$ cat src/rtl/fetch_unit.sv
// Instruction fetch stage: owns the PC, fetches one instruction at a time over a
// req/rvalid handshake and holds it until retired. Optional: FETCH_MISALIGN_TRAP_EN.
`timescale 1ns/1ps

module fetch_unit #(
  parameter logic [31:0] RESET_PC  = 32'h0000_0000,
  parameter logic [31:0] NOP_INSTR = 32'h0000_0013
) (
  input  logic        clk,
  input  logic        reset_n,
  input  logic        PCSrc,
  input  logic [31:0] PCTarget,
  input  logic        instr_ready,
  input  logic        imem_rvalid,
  input  logic [31:0] imem_rdata,
  output logic        imem_req,
  output logic [31:0] imem_addr,
  output logic [31:0] Instr,
  output logic        instr_valid,
  output logic [31:0] PC,
  output logic [31:0] PCPlus4,
  output logic        fetch_fault
);

  typedef enum logic [2:0] {
    S_IDLE,
    S_REQ,
    S_WAIT,
    S_HOLD,
    S_FAULT
  } state_t;

  state_t      state, state_next;
  logic [31:0] pc_q, pc_next;
  logic [31:0] instr_q, instr_next;
  logic [31:0] redirect_pc;
  logic        misaligned;

  assign PCPlus4 = pc_q + 32'd4;

`ifdef FETCH_MISALIGN_TRAP_EN
  // A misaligned taken target is kept verbatim so the faulting address is visible on PC.
  assign redirect_pc = PCTarget;
  assign misaligned  = PCSrc && (PCTarget[1:0] != 2'b00);
`else
  logic unused_target_lsbs;
  assign unused_target_lsbs = ^PCTarget[1:0];
  assign redirect_pc        = {PCTarget[31:2], 2'b00};
  assign misaligned         = 1'b0;
`endif

  always_comb begin
    // NOTE: every signal written here gets a default first, so no path can infer a latch.
    state_next = state;
    pc_next    = pc_q;
    instr_next = instr_q;
    unique case (state)
      S_IDLE: state_next = S_REQ;
      S_REQ:  state_next = S_WAIT;
      S_WAIT: begin
        if (imem_rvalid) begin
          instr_next = imem_rdata;
          state_next = S_HOLD;
        end
      end
      S_HOLD: begin
        if (instr_ready) begin
          pc_next    = PCSrc ? redirect_pc : PCPlus4;
          instr_next = NOP_INSTR;
          state_next = misaligned ? S_FAULT : S_REQ;
        end
      end
      S_FAULT: state_next = S_FAULT;
      default: state_next = S_IDLE;
    endcase
  end

  always_ff @(posedge clk or negedge reset_n) begin
    // NOTE: non-blocking assignments so every register samples pre-edge values.
    if (!reset_n) begin
      state   <= S_IDLE;
      pc_q    <= RESET_PC;
      instr_q <= NOP_INSTR;
    end else begin
      state   <= state_next;
      pc_q    <= pc_next;
      instr_q <= instr_next;
    end
  end

  // Handshake and status outputs decode the registered state only.
  assign imem_req    = (state == S_REQ);
  assign instr_valid = (state == S_HOLD);
  assign imem_addr   = pc_q;
  assign PC          = pc_q;
  assign Instr       = instr_q;

`ifdef FETCH_MISALIGN_TRAP_EN
  assign fetch_fault = (state == S_FAULT);
`else
  assign fetch_fault = 1'b0;
`endif

endmodule

$ cat config.mk
export PLATFORM = sky130hd
export DESIGN_NAME = fetch_unit
export DESIGN_NICKNAME = d
export VERILOG_FILES = /design/src/rtl/fetch_unit.sv
export SDC_FILE = /design/constraint.sdc
export NUM_CORES = 1
export LEC_CHECK = 0
export BUFFER_PORTS_ARGS = -buffer_cell sky130_fd_sc_hd__buf_4
export CAP_MARGIN = 15
export CORE_ASPECT_RATIO = 0.7
export CORE_MARGIN = 2
export CORE_UTILIZATION = 42
export CTS_BUF_LIST = sky130_fd_sc_hd__clkbuf_8
export DETAILED_ROUTE_END_ITERATION = 10
export PLACE_DENSITY = 0.71
export SLEW_MARGIN = 10
export SYNTH_ARGS = -nofsm -noshare
export SYNTH_HDL_FRONTEND = slang
export SYNTH_SLANG_ARGS = --single-unit
export TNS_END_PERCENT = 50
$ cat constraint.sdc
create_clock -name clk -period 2.6 [get_ports clk]
set_clock_uncertainty 0.05 [all_clocks]
set_input_delay 0.13 -clock clk [delete_from_list [all_inputs] [get_ports clk]]
set_output_delay 0.13 -clock clk [all_outputs]
set_load 0.02 [all_outputs]
* Yosys cells after proc, flatten, opt, wreduce, memory -nomap -nowiden
Index checks and enable logic that the tools add are counted.
** Storage, ports and cells
- Logic and storage cells :: 22
- Input bits :: 69
- Register bits after elaboration :: 67
** Operators by class
- Eq/ne operators :: 6
- $add $sub $neg :: 1
- Mux-type cells :: 7
- Reduce and logical (&&, ||, !) cells :: 5
** Operator list (number)
- $mux 32 :: 3
- $pmux 32 s2 :: 1
- $add 32x3->32 const B :: 1
- $pmux 3 s5 :: 1
- $eq 3x2->1 const B :: 2
- $mux 3 :: 2
- $ne 2x2->1 const B :: 2
- $reduce_and 2->1 :: 2
- $eq 3x1->1 const B :: 1
- $eq 3x3->1 const B :: 1
- $logic_not 3->1 :: 1
- $reduce_and 3->1 :: 1
- $reduce_bool 2->1 :: 1

* Longest topological paths before layout
Gate-level depths: netlist (run 1).
- Depth after elaboration :: 3
- Gate-level depth with buffers :: 7
- Depth with buffers taken out :: 6

* Worst setup path after synthesis (run 1)
Ideal clock, no wire load.
- Kind :: register to output
- From :: register pc_q[10], in the netlist PC[10]
- To :: output port PCPlus4[27]
- Arrival :: 2244 ps
- Path slack :: 176 ps
- Cell stages (with the launch flop) :: 6
- Required time :: 2420 ps
- Path through :: dfrtp_1 buf_2 nand4_4 or4_4 or4_4 xnor2_1
** Between the ends
- Cells in the longest elaborated chain, start to end :: 1
** RTL lines
- start, declared :: RTL line 34 : logic [31:0] pc_q, pc_next;
- start signal, assigned :: RTL line 86 : pc_q <= pc_next;
- $add 32x3->32 :: RTL line 39 : assign PCPlus4 = pc_q + 32'd4;
- end, declared :: RTL line 21 : output logic [31:0] PCPlus4,
Every way passes these cells.

* Final worst setup path (run 1)
- From :: register pc_q[6], in the netlist PC[6]
- To :: output port PCPlus4[27]
The elaborated chain is that of the path after synthesis.

==> results_dict.tcl, run 1 <==
set metrics [dict create \
    path_buf_inv 1 \
    drcViolationCount 0 \
    cap_violations 0 \
    clockRootBuffer "clkbuf_8" \
    die_area_mm2 0.01037 \
    grt_use_met3 0.07513 \
    portBuffers 190 \
    n_fill_cell 791 \
    place_area_mm2 0.005345 \
    syn_to_final_growth_pct 47.80 \
    tns_ns 0 \
    antenna_found_initial 0 \
    grt_setup_unrepaired "true" \
    crit_fanout 9 \
    synth_flop_cell "dfrtp_1" \
    rr_worst_depth 6 \
    fin_nets 735 \
    cts_htree_levels 3 \
    r2r-start "PC[16]" \
    grt_overflow_total 0 \
    hpwlAfterDp_um 8701 \
    end_kind "primary output" \
    cp_slowest_cell "or4_4" \
    final.min_clock_period_ns 2.528 \
    busiest_layer "met2" \
    antenna_left 0 \
    setup_ws_ns 0.07192 \
    layout_commonest_cell "buf_4" \
    cp.arrival_ns 2.35 \
    grt_max_degree 66 \
    hold_depth 3 \
    syn_area_mm2 0.004015 \
    crit_type "flop to primary output" \
    diodes 0 \
    synthDistinctLibCells 50 \
    required_ns 2.42 \
    die_h_um 85.81 \
    hp-start "PCTarget[4]" \
    crit_path_start_kind "flop" \
    vias 4203 \
    yosys_warnings 0 \
    via_per_inst 5.300 \
    ios 200 \
    ys_seq_area_frac 0.4060 \
    synth_top_area_share 0.3864 \
    finalCritPeriodShare 0.9723 \
    slowest_delay_ns 0.57 \
    max_freq_ghz 0.3956 \
    r2r_end "PC[31]" \
    gp_congestion 0.8445 \
    pre_cts_slack_ns 0.2879 \
    max_slew.worst_pin.slew_ns 0.8389 \
    mostFrequentLayoutCells "buf_4 (209), nand2_1 (81), dfrtp_1 (52)" \
    grt_pass1_wl_um 20490 \
    netlist_instances 473 \
    cp_top_family "simple AND/OR/NAND/NOR gates" \
    ir_drop_mv 0.8646 \
    grt.total_usage 0.2501 \
    synth_top_area_cell "dfrtp_1" \
    cts.sinks 65 \
    p_per_area_mw_per_mm2 1234 \
    setup_violations 0 \
    initial_core_util 0.4374 \
    leakagePower_nw 2.877 \
    status "complete, no violations" \
    die_x_um 120.9 \
    yosys_register_bits 65 \
    wl_per_cell_um 16.29 \
    numCtsBuffers 9 \
    path_clk_slew_ns 0.07 \
    relSlewSlack 0.4408 \
    rows 29 \
    netlist_top_cells_area "dfrtp_1 (39%), nand2_1 (7.6%), buf_4 (6.9%), nand3b_1 (5.8%), xnor2_1 (3.5%)" \
    crit_chain "nand4_4 -> or3_4 -> or4_4 -> xnor2_1 -> buf_4" \
    insertion_delay_ns 0.35 \
    hold_viol 0 \
    drt_iter0_markers 338 \
    dr.pass1.iters 5 \
    final_util 0.6465 \
    synth_area_per_cell_um2 8.489 \
    reg2reg_slack_ns 0.34 \
    first_global_vias 4017 \
    cts_tree "done" \
    worstHoldEndpoint "PC[4]" \
    holdWs_ns 0.01809 \
    routed_wl_um 12920 \
    drv_slew 0 \
    synthArstFlopShare 1.000 \
    synth_edf_count 0 \
    met1_usage 0.3388 \
    core_area_mm2 0.009180 \
    hold_class "primary input to flop" \
    stdcell_area_mm2 0.005934 \
    use_met2 0.3973 \
    ctsLongestPathBuffers 2 \
    drive_above_1_share 0.3722 \
]
==> sequential cells by signal, summed over array words and instances, names as in the netlist <==
signal	count
Instr	32
state	3
PC	30
==> report_power, final <==
part / total, mW / switching, mW / internal (mW)
Clock: 0.807 / 0.382 / 0.425
Sequential: 2.11 / 0.591 / 1.51
Combinational: 4.41 / 2.54 / 1.87
==> area by class of cell <==
class	count	area (um2)	area share
clock inverter	6	52.55	0.008855
inverter	4	15.01	0.002530
multi-input combinational	340	2016	0.3397
tap	124	155.1	0.02614
sequential	65	1643	0.2768
timing repair buffer	245	1929	0.3251
clock buffer	9	123.9	0.02087
==> what timing repair did <==
item                                   4_1_cts  5_1_grt
endpoints found under the hold margin       97        0
setup endpoints to repair                    2        8
hold buffers                                36        0
buffers inserted                             0        2
resized for setup                            6        8
==> layer usage <==
layer / up-vias / part of all wire
met3: 23 / 0.073
met4: 0 / 0.016
met1: 1998 / 0.43
li1: 1995 / -
met5: - / 0
met2: 187 / 0.48
==> worst reg2reg max path, stage by stage (launching register included) <==
cell     delay (ns)
dfrtp_1        0.51
nand4_1        0.25
nor4_1         0.34
buf_4          0.19
nand4_1        0.24
or4_1          0.53
nand3_1        0.09
==> cell usage after synthesis (12+ instances only) <==
master	count
a21oi_1	18
and3_1	13
buf_4	37
clkbuf_1	29
dfrtp_1	62
nand2_1	81
nand3_1	26
nand3b_1	31
nor2_1	23
nor3_1	13
o21ai_0	25
xnor2_1	16
xor2_1	12
==> logic make-up (layout without fill, tap and decap cells) <==
logic type	after synthesis	after routing	synth area share
AO/OA/AOI/OAI	81	81	0.1259
adder cells (fa/ha/maj)	1	1	0.003116
multiplexers	3	3	0.007791
AND/OR/NAND/NOR	220	220	0.2901
flip-flops	65	65	0.4060
XOR/XNOR	28	28	0.06108
other	1	7	0.0009340
buffers and inverters	74	264	0.1050
==> how the worst max path moves through the flow <==
stage / start / endpoint / slack [ns] / cells after the start
after global routing: PC[6] / PCPlus4[27] / -0.02 / 5
after floorplan: PC[10] / PCPlus4[27] / 0.18 / 5
after detailed placement: PC[7] / PC[27] / 0.29 / 5
after global placement: PC[6] / PC[27] / 0.31 / 5
final: PC[6] / PCPlus4[27] / 0.07 / 5
after CTS: PC[6] / PCPlus4[27] / 0.02 / 5
==> metrics by stage <==
stage                     std cells  total power, mW
after global placement          740            6.319
after CTS                       791            7.285
after detailed placement        740            6.405
final                           793            7.326
after floorplan                 479            4.690
after global routing            793            7.776
(Power assumes the default switching activity.)
==> run 2, diff against run 1 <==
--- a/config.mk
+++ b/config.mk
@@ -13,6 +13,7 @@
 export CTS_BUF_LIST = sky130_fd_sc_hd__clkbuf_8
 export DETAILED_ROUTE_END_ITERATION = 10
 export PLACE_DENSITY = 0.71
+export SETUP_SLACK_MARGIN = 0.3
 export SLEW_MARGIN = 10
 export SYNTH_ARGS = -nofsm -noshare
 export SYNTH_HDL_FRONTEND = slang
==> results_dict.tcl, run 2 (synthesized netlist as in run 1, its figures left out) <==
set metrics [dict create \
    max_freq_ghz 0.4135 \
    max_slew.worst_pin.slew_ns 0.8324 \
    grt.total_usage 0.2512 \
    path_clk_slew_ns 0.07 \
    cts.sinks 65 \
    rr_worst_depth 5 \
    crit_type "flop to primary output" \
    setup_violations 0 \
    grt_max_degree 66 \
    drcViolationCount 0 \
    crit_chain "nand4_4 -> or3_4 -> or4_4 -> xnor2_2 -> buf_4" \
    hold_viol 0 \
    finalPower_mw 7.554 \
    hpwlAfterDp_um 8712 \
    initial_core_util 0.4374 \
    diodes 0 \
    power_frac_seq 0.261 \
    ir_drop_mv 0.7690 \
    required_ns 2.42 \
    p_sw_mw 3.636 \
    hold_depth 3 \
    slowest_delay_ns 0.59 \
    drt_iter0_markers 351 \
    place_area_mm2 0.005374 \
    cts_tree "done" \
    grt_pass1_wl_um 20730 \
    cp_slowest_cell "or4_4" \
    power_frac_comb 0.642 \
    crit_path_start_kind "flop" \
    crit_start "PC[6]" \
    multiInputGateArea_mm2 0.002125 \
    vias 4351 \
    end_kind "primary output" \
    cts_htree_levels 3 \
    die_x_um 120.9 \
    final.min_clock_period_ns 2.419 \
    stdcell_area_mm2 0.006223 \
    mostFrequentLayoutCells "buf_4 (231), nand2_1 (80), dfrtp_1 (48)" \
    die_h_um 85.81 \
    insertion_delay_ns 0.35 \
    rows 29 \
    cap_violations 0 \
    antenna_found_initial 0 \
    leakagePower_nw 3.062 \
    cp.arrival_ns 2.24 \
    hold_class "primary input to flop" \
    via_per_inst 5.319 \
    intPower_mw 3.918 \
    wl_per_cell_um 15.99 \
    layout_commonest_cell "buf_4" \
    grt_overflow_total 0 \
    largest_reg_flops 32 \
    dr.pass1.iters 5 \
    finalCritPeriodShare 0.9302 \
    sw_frac_of_total 0.4813 \
    tns_ns 0 \
    hp-start "PCTarget[22]" \
    seq_area_mm2 0.001648 \
    p_per_area_mw_per_mm2 1214 \
    layout.cells.non_filler 818 \
    antenna_left 0 \
    dp.cells 742 \
    drv_slew 0 \
    first_global_vias 4220 \
    clkPwrFrac 0.097 \
    die_area_mm2 0.01037 \
    portBuffers 190 \
    grt_setup_unrepaired "true" \
    syn_to_final_growth_pct 55.00 \
    n_fill_cell 742 \
    fin_nets 759 \
    crit_fanout 6 \
    drive_above_1_share 0.4135 \
    relSlewSlack 0.4450 \
    routed_wl_um 13080 \
    holdWs_ns 0.01961 \
    status "complete, no violations" \
    ios 200 \
    clockRootBuffer "clkbuf_8" \
    r2r-start "PC[6]" \
    numCtsBuffers 9 \
    gp_congestion 0.8736 \
    ctsLongestPathBuffers 2 \
    core_area_mm2 0.009180 \
]
==> run 2: cell type report <==
class | count | area share
clock buffer | 9 | 0.01990
inverter | 4 | 0.002413
multi-input combinational | 340 | 0.3414
timing repair buffer | 269 | 0.3406
sequential | 65 | 0.2648
tap | 124 | 0.02493
clock inverter | 7 | 0.006031
==> run 2: what timing repair did <==
| action | 4_1_cts | 5_1_grt |
|---|---|---|
| cloned | 0 | 0 |
| pin swaps | 2 | 4 |
| resized for setup | 19 | 15 |
| hold buffers | 37 | 0 |
| buffers inserted | 17 | 5 |
| hold endpoints to repair | 98 | 0 |
| setup endpoints to repair | 19 | 15 |
==> run 2: per-stage QoR <==
step	worst slack, ns	util
6_report	0.1815	0.6779
5_1_grt	0.1216	0.6779
4_1_cts	0.2045	0.6628
3_5_place_dp	0.2702	0.5854
3_3_place_gp	0.3159	0.5854
2_1_floorplan	0.2181	-
==> run 2: power groups by stage <==
stage                     Combinational, mW  Clock [mW]  Sequential, mW
after floorplan                        2.16           0            2.54
after global placement                 4.32           0            2.03
after detailed placement               4.36           0            2.08
after CTS                              4.77       0.759            1.94
after global routing                   5.18       0.817            2.03
final                                  4.85       0.734            1.97
==> run 2: worst max-delay path: cells and delay by family, from the launching register on <==
kind	cells	cell delay, ns
simple gates	3	1.20
xor+xnor	1	0.15
buf+inv	1	0.16
flops	1	0.39
==> run 2: final timing paths <==
check / slack [ns] / endpoint
worst max-delay path: 0.18 / PCPlus4[27]
worst min-delay path: 0.02 / PC[22]
worst max register to register: 0.50 / PC[27]
worst min register to register: 0.41 / Instr[4]
max in group asynchronous: 1.52 / PC[20]
min in group asynchronous: 0.37 / Instr[27]
==> run 2: metal layers <==
layer / part of all wire / global-route usage
met5: 0 / 0
met4: 0.019 / 0.09091
met3: 0.072 / 0.05785
met2: 0.48 / 0.3994
met1: 0.42 / 0.3373
==> run 3, diff against run 2 <==
--- a/config.mk
+++ b/config.mk
@@ -13,6 +13,7 @@
 export CTS_BUF_LIST = sky130_fd_sc_hd__clkbuf_8
 export DETAILED_ROUTE_END_ITERATION = 10
 export PLACE_DENSITY = 0.71
+export RECOVER_POWER = 25
 export SETUP_SLACK_MARGIN = 0.3
 export SLEW_MARGIN = 10
 export SYNTH_ARGS = -nofsm -noshare
==> results_dict.tcl, run 3 (synthesized netlist as in run 1, its figures left out) <==
set metrics [dict create \
    hold_viol 0 \
    max_freq_ghz 0.4131 \
    cts_tree "done" \
    via_per_inst 5.306 \
    grt_setup_unrepaired "true" \
    hpwlAfterDp_um 8712 \
    max_slew.worst_pin.slew_ns 1.634 \
    status "finished with violations" \
    core_area_mm2 0.009180 \
    tns_ns 0 \
    syn_to_final_growth_pct 52.23 \
    antenna_found_initial 0 \
    relSlewSlack -0.08907 \
    finalCritPeriodShare 0.9310 \
    setup_violations 0 \
    wl_per_cell_um 15.99 \
    r2r-start "PC[5]" \
    die_x_um 120.9 \
    clockRootBuffer "clkbuf_8" \
    crit_fanout 6 \
    n_fill_cell 775 \
    drt_iter0_markers 382 \
    drcViolationCount 0 \
    p_per_area_mw_per_mm2 1205 \
    grt_max_degree 66 \
    die_h_um 85.81 \
    portBuffers 190 \
    cts.sinks 65 \
    end_kind "primary output" \
    seq_area_mm2 0.001648 \
    dr.pass1.iters 5 \
    crit_type "flop to primary output" \
    diodes 0 \
    grt.total_usage 0.2512 \
    drive_above_1_share 0.3718 \
    ios 200 \
    first_global_vias 4220 \
    vias 4340 \
    ir_drop_mv 0.7690 \
    die_area_mm2 0.01037 \
    antenna_left 0 \
    ctsLongestPathBuffers 2 \
    hold_class "primary input to flop" \
    gp_congestion 0.8736 \
    final.min_clock_period_ns 2.421 \
    path_clk_slew_ns 0.07 \
    required_ns 2.42 \
    multiInputGateArea_mm2 0.002125 \
    dp.cells 742 \
    hp-start "PCTarget[22]" \
    insertion_delay_ns 0.35 \
    grt_pass1_wl_um 20730 \
    rows 29 \
    routed_wl_um 13080 \
    mostFrequentLayoutCells "buf_4 (201), nand2_1 (80), dfrtp_1 (48)" \
    numCtsBuffers 9 \
    cts_htree_levels 3 \
    crit_start "PC[5]" \
    grt_overflow_total 0 \
    drv_slew 66 \
    leakagePower_nw 2.942 \
    fin_nets 759 \
    crit_path_start_kind "flop" \
    largest_reg_flops 32 \
    layout_commonest_cell "buf_4" \
    initial_core_util 0.4374 \
    violations "max-capacitance violations, max-slew violations" \
    cap_violations 1 \
    layout.cells.non_filler 818 \
    cp.arrival_ns 2.24 \
]
## run 3: critical path: stages, from the launching register on
cell     delay [ns]
dfrtp_2        0.39
nand4_4        0.14
or3_4          0.46
or4_4          0.59
xnor2_2        0.15
buf_4          0.16
## run 3: final timing paths
check / endpoint / slack (ns) / cells after the start
min in group asynchronous: Instr[27] / 0.69 / 2
min: PC[22] / 0.02 / 3
max in group asynchronous: PC[18] / 0.71 / 2
max reg2reg: PC[27] / 0.50 / 5
min reg2reg: Instr[4] / 0.41 / 2
max: PCPlus4[27] / 0.18 / 5
## run 3: per-stage QoR
step                      power (mW)  hold slack, ns  instance area (um2)  setup WS (ns)  utilization
after CTS                      7.460        0.008661                 6085         0.2045       0.6628
after global routing           7.844         0.01298                 6112         0.1216       0.6658
after detailed placement       6.437          0.2455                 5374         0.2702       0.5854
after floorplan                4.700         -0.2156                 4051         0.2181            -
after global placement         6.349          0.2425                 5374         0.3159       0.5854
final                          7.363         0.02208                 6112         0.1795       0.6658
## run 3: final cells by class
class,instances,share of cell area
multi-input cells,340,0.3476
repair buffers,269,0.3286
flip-flops and latches,65,0.2696
well taps,124,0.02538
clock buffers,9,0.02027
clock inverters,7,0.006141
inverters,4,0.002457
## run 3: repair_timing
item,in CTS,in global routing
hold buffers,37,0
buffers inserted,17,5
gates cloned,0,0
endpoints found under the setup margin,19,15
hold endpoints to repair,98,0
pin swaps,2,4
resized for setup,19,15
## run 3: routing by layer
layer,GRT usage,vias up,share of wire
li1,-,2039,-
met1,0.3373,2089,0.43
met2,0.3994,187,0.48
met3,0.05785,25,0.066
met4,0.09091,0,0.019
met5,0,-,0
## run 3: power breakdown
| group | internal (mW) | total [mW] | switching (mW) |
|---|---|---|---|
| Sequential | 1.52 | 1.96 | 0.440 |
| Combinational | 1.88 | 4.67 | 2.79 |
| Clock | 0.335 | 0.734 | 0.399 |
| Total | 3.73 | 7.36 | 3.63 |
